`src/rtl/pipe_hazard_ctrl.sv`:
```
// Pipeline stall/flush sequencer: load-use, multi-cycle EX ops, flush requests.
// Outputs are combinational from state and inputs, so a stall applies on the same edge as its hazard.
module pipe_hazard_ctrl #(
    parameter int BUSY_MAX = 64,
    parameter int CNT_W    = 32
) (
    input  logic             clk,
    input  logic             rst,
    input  logic             id_reg1_re_i,
    input  logic [4:0]       id_reg1_addr_i,
    input  logic             id_reg2_re_i,
    input  logic [4:0]       id_reg2_addr_i,
    input  logic             ex_is_load_i,
    input  logic             ex_wreg_i,
    input  logic [4:0]       ex_wd_i,
    input  logic             ex_multi_start_i,
    input  logic             ex_multi_done_i,
    input  logic             flush_req_i,
    output logic [5:0]       stall_o,
    output logic             flush_o,
    output logic             ex_multi_cancel_o,
    output logic             busy_err_o,
    output logic [CNT_W-1:0] stall_cnt_o
);

    localparam int BW = $clog2(BUSY_MAX + 1);

    typedef enum logic {IDLE, EX_BUSY} state_t;

    state_t           state_q, state_d;
    logic [BW-1:0]    busy_cnt_q, busy_cnt_d;
    logic             busy_err_q;
    logic [CNT_W-1:0] stall_cnt_q;
    logic             lu;
    logic             timeout;

    always_comb begin
        lu = ex_is_load_i && ex_wreg_i && (ex_wd_i != 5'd0) &&
             ((id_reg1_re_i && (id_reg1_addr_i == ex_wd_i)) ||
              (id_reg2_re_i && (id_reg2_addr_i == ex_wd_i)));
        timeout = !rst && !flush_req_i && (state_q == EX_BUSY) && !ex_multi_done_i &&
                  (busy_cnt_q == BW'(BUSY_MAX - 1));

        stall_o           = 6'b000000;
        flush_o           = 1'b0;
        ex_multi_cancel_o = 1'b0;
        state_d           = state_q;
        busy_cnt_d        = busy_cnt_q;

        if (rst) begin
            state_d    = IDLE;
            busy_cnt_d = '0;
        end else if (flush_req_i) begin
            flush_o           = 1'b1;
            ex_multi_cancel_o = (state_q == EX_BUSY);
            state_d           = IDLE;
            busy_cnt_d        = '0;
        end else if (state_q == EX_BUSY) begin
            // Done releases the stall in its own cycle so the result advances.
            if (ex_multi_done_i) begin
                state_d    = IDLE;
                busy_cnt_d = '0;
            end else if (timeout) begin
                ex_multi_cancel_o = 1'b1;
                state_d           = IDLE;
                busy_cnt_d        = '0;
            end else begin
                stall_o    = 6'b001111;
                busy_cnt_d = busy_cnt_q + BW'(1);
            end
        end else if (ex_multi_start_i) begin
            stall_o    = 6'b001111;
            state_d    = EX_BUSY;
            busy_cnt_d = '0;
        end else if (lu) begin
            // ID/EX takes a bubble; next cycle the MEM forward covers the load.
            stall_o = 6'b000111;
        end
    end

    always_ff @(posedge clk) begin
        if (rst) begin
            state_q     <= IDLE;
            busy_cnt_q  <= '0;
            busy_err_q  <= 1'b0;
            stall_cnt_q <= '0;
        end else begin
            state_q    <= state_d;
            busy_cnt_q <= busy_cnt_d;
            if (timeout) begin
                busy_err_q <= 1'b1;
            end
            if (stall_o[0] && !(&stall_cnt_q)) begin
                stall_cnt_q <= stall_cnt_q + CNT_W'(1);
            end
        end
    end

    assign busy_err_o  = busy_err_q;
    assign stall_cnt_o = stall_cnt_q;

endmodule
```
`config.mk`:
```
export PLATFORM = sky130hd
export DESIGN_NAME = pipe_hazard_ctrl
export DESIGN_NICKNAME = d
export VERILOG_FILES = /design/src/rtl/pipe_hazard_ctrl.sv
export SDC_FILE = /design/constraint.sdc
export NUM_CORES = 1
export LEC_CHECK = 0
export ABC_AREA = 1
export BUFFER_PORTS_ARGS = -buffer_cell sky130_fd_sc_hd__buf_2
export CELL_PAD_IN_SITES_DETAIL_PLACEMENT = 1
export CELL_PAD_IN_SITES_GLOBAL_PLACEMENT = 1
export CORE_MARGIN = 2
export CORE_UTILIZATION = 25
export DETAILED_ROUTE_END_ITERATION = 10
export PLACE_DENSITY_LB_ADDON = 0.1
export RECOVER_POWER = 100
export SYNTH_ARGS = -nofsm -noshare
export SYNTH_HDL_FRONTEND = slang
export SYNTH_SLANG_ARGS = --single-unit
```
`constraint.sdc`:
```
create_clock -name clk -period 2.23 [get_ports clk]
set_input_delay 0.1115 -clock clk [delete_from_list [all_inputs] [get_ports clk]]
set_output_delay 0.1115 -clock clk [all_outputs]
set_load 0.02 [all_outputs]
```
==> results of run 1 <==
==> worst max-delay path, cell delays in order (launching register included) <==
cell,delay (ns)
dfxtp_1,0.33
ha_1,0.23
nand3_1,0.15
nor2_2,0.07
nand2_2,0.08
nand2_2,0.10
a21oi_4,0.21
buf_6,0.20
and2_1,0.17
buf_2,0.17
==> logic make-up after synthesis <==
| logic type | Yosys count | share of synthesized area (%) |
|---|---|---|
| AOI/OAI and AO/OA | 46 | 8.60 |
| xor gates and xnor gates | 16 | 4.84 |
| adders and majority gates | 2 | 0.864 |
| buffers and inverters | 56 | 8.99 |
| DFF | 41 | 28.3 |
| other | 1 | 0.130 |
| and+or+nand+nor | 315 | 48.2 |
==> synthesized netlist by cell type (2+ instances only) <==
library cell  number  area, um2
inv_2              2       7.51
nand2_1          180        676
nand3_1            8       40.0
o21ai_0            5       25.0
ha_1               2       25.0
a211oi_1           2       15.0
inv_1             33        124
buf_4              5       37.5
xnor2_1            6       52.6
nor2_1            68        255
nand3_2            2       20.0
nand4_1           31        194
a21oi_1           37        185
buf_6              3       33.8
nand3b_1          13       97.6
nand2_2            3       18.8
nor3_1             2       10.0
xor2_1            10       87.6
clkbuf_1           6       22.5
dfxtp_1           41        821
nor2_2             2       12.5
buf_2              7       35.0
==> per-layer routing <==
layer	global-route usage [%]	wire, um	up-vias
met5	0	0	-
met4	4.61	141	0
met3	2.56	290	11
met2	26.2	4310	47
met1	23.1	5040	1482
li1	-	-	1643
==> power breakdown <==
part | switching (uW) | internal, uW | total [uW]
clock network | 325 | 640 | 965
registers | 4.93 | 735 | 740
logic | 113 | 53.7 | 167
==> layout make-up <==
type	instances	area, um2
Timing Repair Buffer	73	353
Inverter	35	131
Fill cell	1501	7870
Multi-Input combinational cell	381	1820
Clock inverter	3	65.1
Tap cell	143	179
Sequential cell	41	821
Clock buffer	5	125
==> stage by stage <==
stage / hold slack (ns) / total power, uW / util, % / instance area (um2) / instances
global placement: 0.416 / 921 / 29.3 / 3330 / 671
global route: 0.130 / 1960 / 30.8 / 3500 / 681
detailed placement: 0.422 / 924 / 29.3 / 3330 / 671
finish: 0.110 / 1870 / 30.8 / 3500 / 681
CTS: 0.105 / 1910 / 31.1 / 3540 / 681
floorplan: 0.307 / 869 / - / 2900 / 478
==> how the worst max path moves through the flow <==
stage | slack (ns) | end | start | cells after the start
after floorplan | 0.40 | stall_cnt_o[10] | stall_cnt_o[0] | 9
after global placement | 0.22 | stall_cnt_o[1] | ex_wd_i[4] | 14
after detailed placement | 0.19 | stall_cnt_o[0] | ex_wd_i[4] | 13
after CTS | 0.03 | stall_o[1] | busy_cnt_q[0] | 9
after global routing | -0.007 | stall_o[2] | busy_cnt_q[0] | 9
final | 0.12 | stall_o[1] | busy_cnt_q[0] | 9
==> sequential cells by signal, summed over array words and instances (netlist names) <==
signal,cells
busy_cnt_q,7
busy_err_o,1
stall_cnt_o,32
state_q,1
==> timing repair <==
action,4_1_cts,5_1_grt
gates resized for setup,1,2
buffers inserted,2,0
pin swaps,1,1
setup endpoints to repair,3,22
cloned,0,0
==> results_dict.tcl, run 1 <==
set metrics [dict create \
    status "finished, final reports clean" \
    synth_edf_count 0 \
    r2r_cells 10 \
    hold_depth 4 \
    irDropWorstVdd_uv 247 \
    rsz0062_at_grt "yes" \
    cp_max_fo 15 \
    clock-root-buffer "clkbuf_16" \
    setup_violations 0 \
    synth.cell_area_mm2 0.00290 \
    drive_above_1_share_pct 11.5 \
    viasPerCell 4.67 \
    antenna_cells 0 \
    cts_htree_levels 2 \
    track_usage_pct 16.4 \
    pre_cts_slack_ns 0.190 \
    skew_ns 0.00731 \
    std_cell_rows 39 \
    initial_utilization_pct 25.5 \
    cp_data_arrival_time_ns 2.00 \
    maxSlewViolCount 0 \
    holdCritStartpoint "rst" \
    setup_tns_ns 0 \
    synth_cell_types 31 \
    cts_buffer_depth 2 \
    grt_pass1_vias 3332 \
    overflow 0 \
    syn_avg_cell_area_um2 6.07 \
    path_clk_slew_ns 0.07 \
    dr.pass1.iters 4 \
    fin_nets 563 \
    io_buffer_count 62 \
    num_vias 3183 \
    cts_hold_buf 0 \
    crit_type "reg -> out" \
    gp_congestion 0.847 \
    period_share_pct 94.7 \
    synth_warnings 0 \
    die_area_mm2 0.0125 \
    drt_iter0_drc 92 \
    fp.dieW_um 112 \
    reg2reg_slack_ns 0.19 \
    antenna_found_initial 0 \
    mostFrequentLayoutCells "nand2_1 (179), nor2_1 (67), dfxtp_1 (41), a21oi_1 (37), clkbuf_1 (35)" \
    yosys_most_used_dff "dfxtp_1" \
    cts_tree "done" \
    clk_latency_ns 0.29 \
    final_common_cell "nand2_1" \
    synthCells 477 \
    pin_count 65 \
    postRouteAntennaNets 0 \
    timing.fmax_mhz 473 \
    drv_cap 0 \
    drc 0 \
    fin_ws_ns 0.117 \
    wl_per_cell_um 14.4 \
    worstReg2RegStart "busy_cnt_q[0]" \
    die_h_um 112 \
    grt_start_max_net_pins 35 \
    hold_class "in -> reg" \
    core_mm2 0.0114 \
    dp_hpwl_um 7640 \
    required_ns 2.12 \
    end_kind "output port" \
    period_needed_ns 2.11 \
    cts_buffers 5 \
    area_growth_pct 20.8 \
    grt_first_pass_wirelength_um 16700 \
    clock-sinks 41 \
    synthArstFlopShare_pct 0 \
    final-hold-violation-count 0 \
    critPathLaunchType "flip-flop" \
    power.density_mw_per_mm2 535 \
    drt-total-wl_um 9790 \
    p_leak_uw 0.00137 \
    r2r_end "stall_cnt_o[0]" \
    holdPathEnd "stall_cnt_o[1]" \
    ys_seq_area_share_pct 28.3 \
    ys_ff_latch 41 \
]
No activity file was read; power rests on OpenSTA's default activity.
==> run 2: changes to the inputs <==
--- a/config.mk
+++ b/config.mk
@@ -17,3 +17,4 @@
 export SYNTH_ARGS = -nofsm -noshare
 export SYNTH_HDL_FRONTEND = slang
 export SYNTH_SLANG_ARGS = --single-unit
+export TNS_END_PERCENT = 30
==> constraint.sdc (replaced) <==
create_clock -name clk -period 1.9 [get_ports clk]
set_input_delay 0.095 -clock clk [delete_from_list [all_inputs] [get_ports clk]]
set_output_delay 0.095 -clock clk [all_outputs]
set_load 0.02 [all_outputs]
==> results_dict.tcl, run 2 (synthesis results as in run 1) <==
set metrics [dict create \
    status "finished, final reports clean" \
    period_needed_ns 1.83 \
    cts_htree_levels 2 \
    area_growth_pct 33.4 \
    cp_data_arrival_time_ns 1.73 \
    clock-root-buffer "clkbuf_16" \
    core_mm2 0.0114 \
    required_ns 1.80 \
    clkPwrFrac_pct 46.9 \
    r2r_cells 11 \
    postRouteAntennaNets 0 \
    r2r_end "stall_cnt_o[25]" \
    timing.fmax_mhz 547 \
    final-hold-violation-count 0 \
    antenna_found_initial 0 \
    drt_iter0_drc 122 \
    period_share_pct 96.2 \
    critPathLaunchType "flip-flop" \
    pin_count 65 \
    reg2reg_slack_ns 0.11 \
    fin_util_pct 34.0 \
    viasPerCell 4.72 \
    drive_above_1_share_pct 19.6 \
    final_common_cell "nand2_1" \
    cts_buffer_depth 2 \
    seqPwrFrac_pct 41.2 \
    switching_share_pct 25.1 \
    dr.pass1.iters 4 \
    dp_hpwl_um 8040 \
    initial_utilization_pct 25.5 \
    track_usage_pct 17.2 \
    power.density_mw_per_mm2 542 \
    largest_reg_flops 32 \
    crit_type "reg -> out" \
    irDropWorstVdd_uv 336 \
    crit_start "busy_cnt_q[0]" \
    wl_per_cell_um 15.2 \
    hold_ws_ns 0.0952 \
    path_clk_slew_ns 0.06 \
    grt_pass1_vias 3410 \
    internal-power_uw 1570 \
    finalNonFillerCells 714 \
    die_h_um 112 \
    p_leak_uw 0.00159 \
    num_vias 3371 \
    mostFrequentLayoutCells "nand2_1 (180), nor2_1 (66), buf_4 (40), a21oi_1 (37)" \
    hold_class "in -> reg" \
    maxSlewViolCount 0 \
    comb_power_share_pct 11.9 \
    setup_violations 0 \
    dpl.cell_count 696 \
    drt-total-wl_um 10800 \
    fin_nets 597 \
    skew_ns 0.00550 \
    antenna_cells 0 \
    cp_max_fo 4 \
    clk_latency_ns 0.29 \
    fin_ws_ns 0.0713 \
    pre_cts_slack_ns 0.0182 \
    io_buffer_count 62 \
    setup_tns_ns 0 \
    fp.dieW_um 112 \
    die_area_mm2 0.0125 \
    cts_tree "done" \
    overflow 0 \
    worstReg2RegStart "busy_cnt_q[0]" \
    crit_path_end "stall_o[0]" \
    drv_cap 0 \
    std_cell_rows 39 \
    cts_buffers 5 \
    p_sw_uw 525 \
    gp_congestion 0.807 \
    grt_start_max_net_pins 33 \
    drc 0 \
    grt_first_pass_wirelength_um 17400 \
    clock-sinks 41 \
    end_kind "output port" \
]
-- run 2: changes by cell type in the layout (fill, tap and decap cells not counted), moves of 2 or more --
cell,change
buf_2,+2
buf_4,+30
buf_6,+2
clkbuf_1,-5
clkbuf_16,+2
dfxtp_1,-8
dfxtp_2,+6
dfxtp_4,+2
ha_1,-2
nand2_2,-3
nand2_4,+2
-- run 2: power groups by stage --
stage               combinational, uW  sequential (uW)  clock (uW)
global placement                  209              885           0
global route                      277              863        1040
floorplan                         130              890           0
CTS                               222              866        1010
detailed placement                213              885           0
finish                            248              863         983
-- run 2: layout make-up --
type / instances / area, um2
sequential: 41 / 836
tap: 143 / 179
inverter: 35 / 134
multi-input combinational: 382 / 1880
clock inverter: 2 / 35.0
timing repair buffer: 106 / 677
clock buffer: 5 / 125
fill: 1494 / 7510
-- run 2: worst min-delay path by stage --
stage / from / endpoint / slack [ns] / depth (start not counted)
final: rst / stall_cnt_o[1] / 0.1 / 4
after global routing: rst / stall_cnt_o[0] / 0.14 / 4
after CTS: rst / stall_cnt_o[1] / 0.1 / 4
after detailed placement: rst / stall_cnt_o[1] / 0.41 / 4
after global placement: rst / stall_cnt_o[0] / 0.40 / 4
after floorplan: rst / stall_cnt_o[23] / 0.29 / 2
-- run 2: stage by stage --
step                      power (uW)  area [um2]
after floorplan                 1020        2900
after global placement          1090        3530
after detailed placement        1100        3530
after CTS                       2100        3750
after global routing            2180        3860
final                           2090        3860
-- run 2: repair_timing --
action	4_1_cts	5_1_grt
setup endpoints to repair	4	26
gates cloned	0	4
setup buffers	3	4
pin swaps	2	3
hold buffers	0	0
resized for setup	10	19
hold endpoints to repair	0	0
-- run 2: per-layer routing --
| layer | vias up | share of wire, % | global-route usage (%) |
|---|---|---|---|
| li1 | 1719 | - | - |
| met1 | 1601 | 51 | 24.3 |
| met2 | 45 | 45 | 27.9 |
| met3 | 6 | 2.8 | 2.56 |
| met4 | 0 | 1.0 | 3.95 |
| met5 | - | 0 | 0 |
-- run 2: worst max-delay path: stages (launching register included) --
cell     delay (ns)
dfxtp_4        0.36
ha_4           0.15
nand3_4        0.09
nor2_4         0.14
nand2_2        0.09
nand2_4        0.09
a21oi_4        0.06
buf_8          0.13
and2_4         0.16
buf_4          0.15
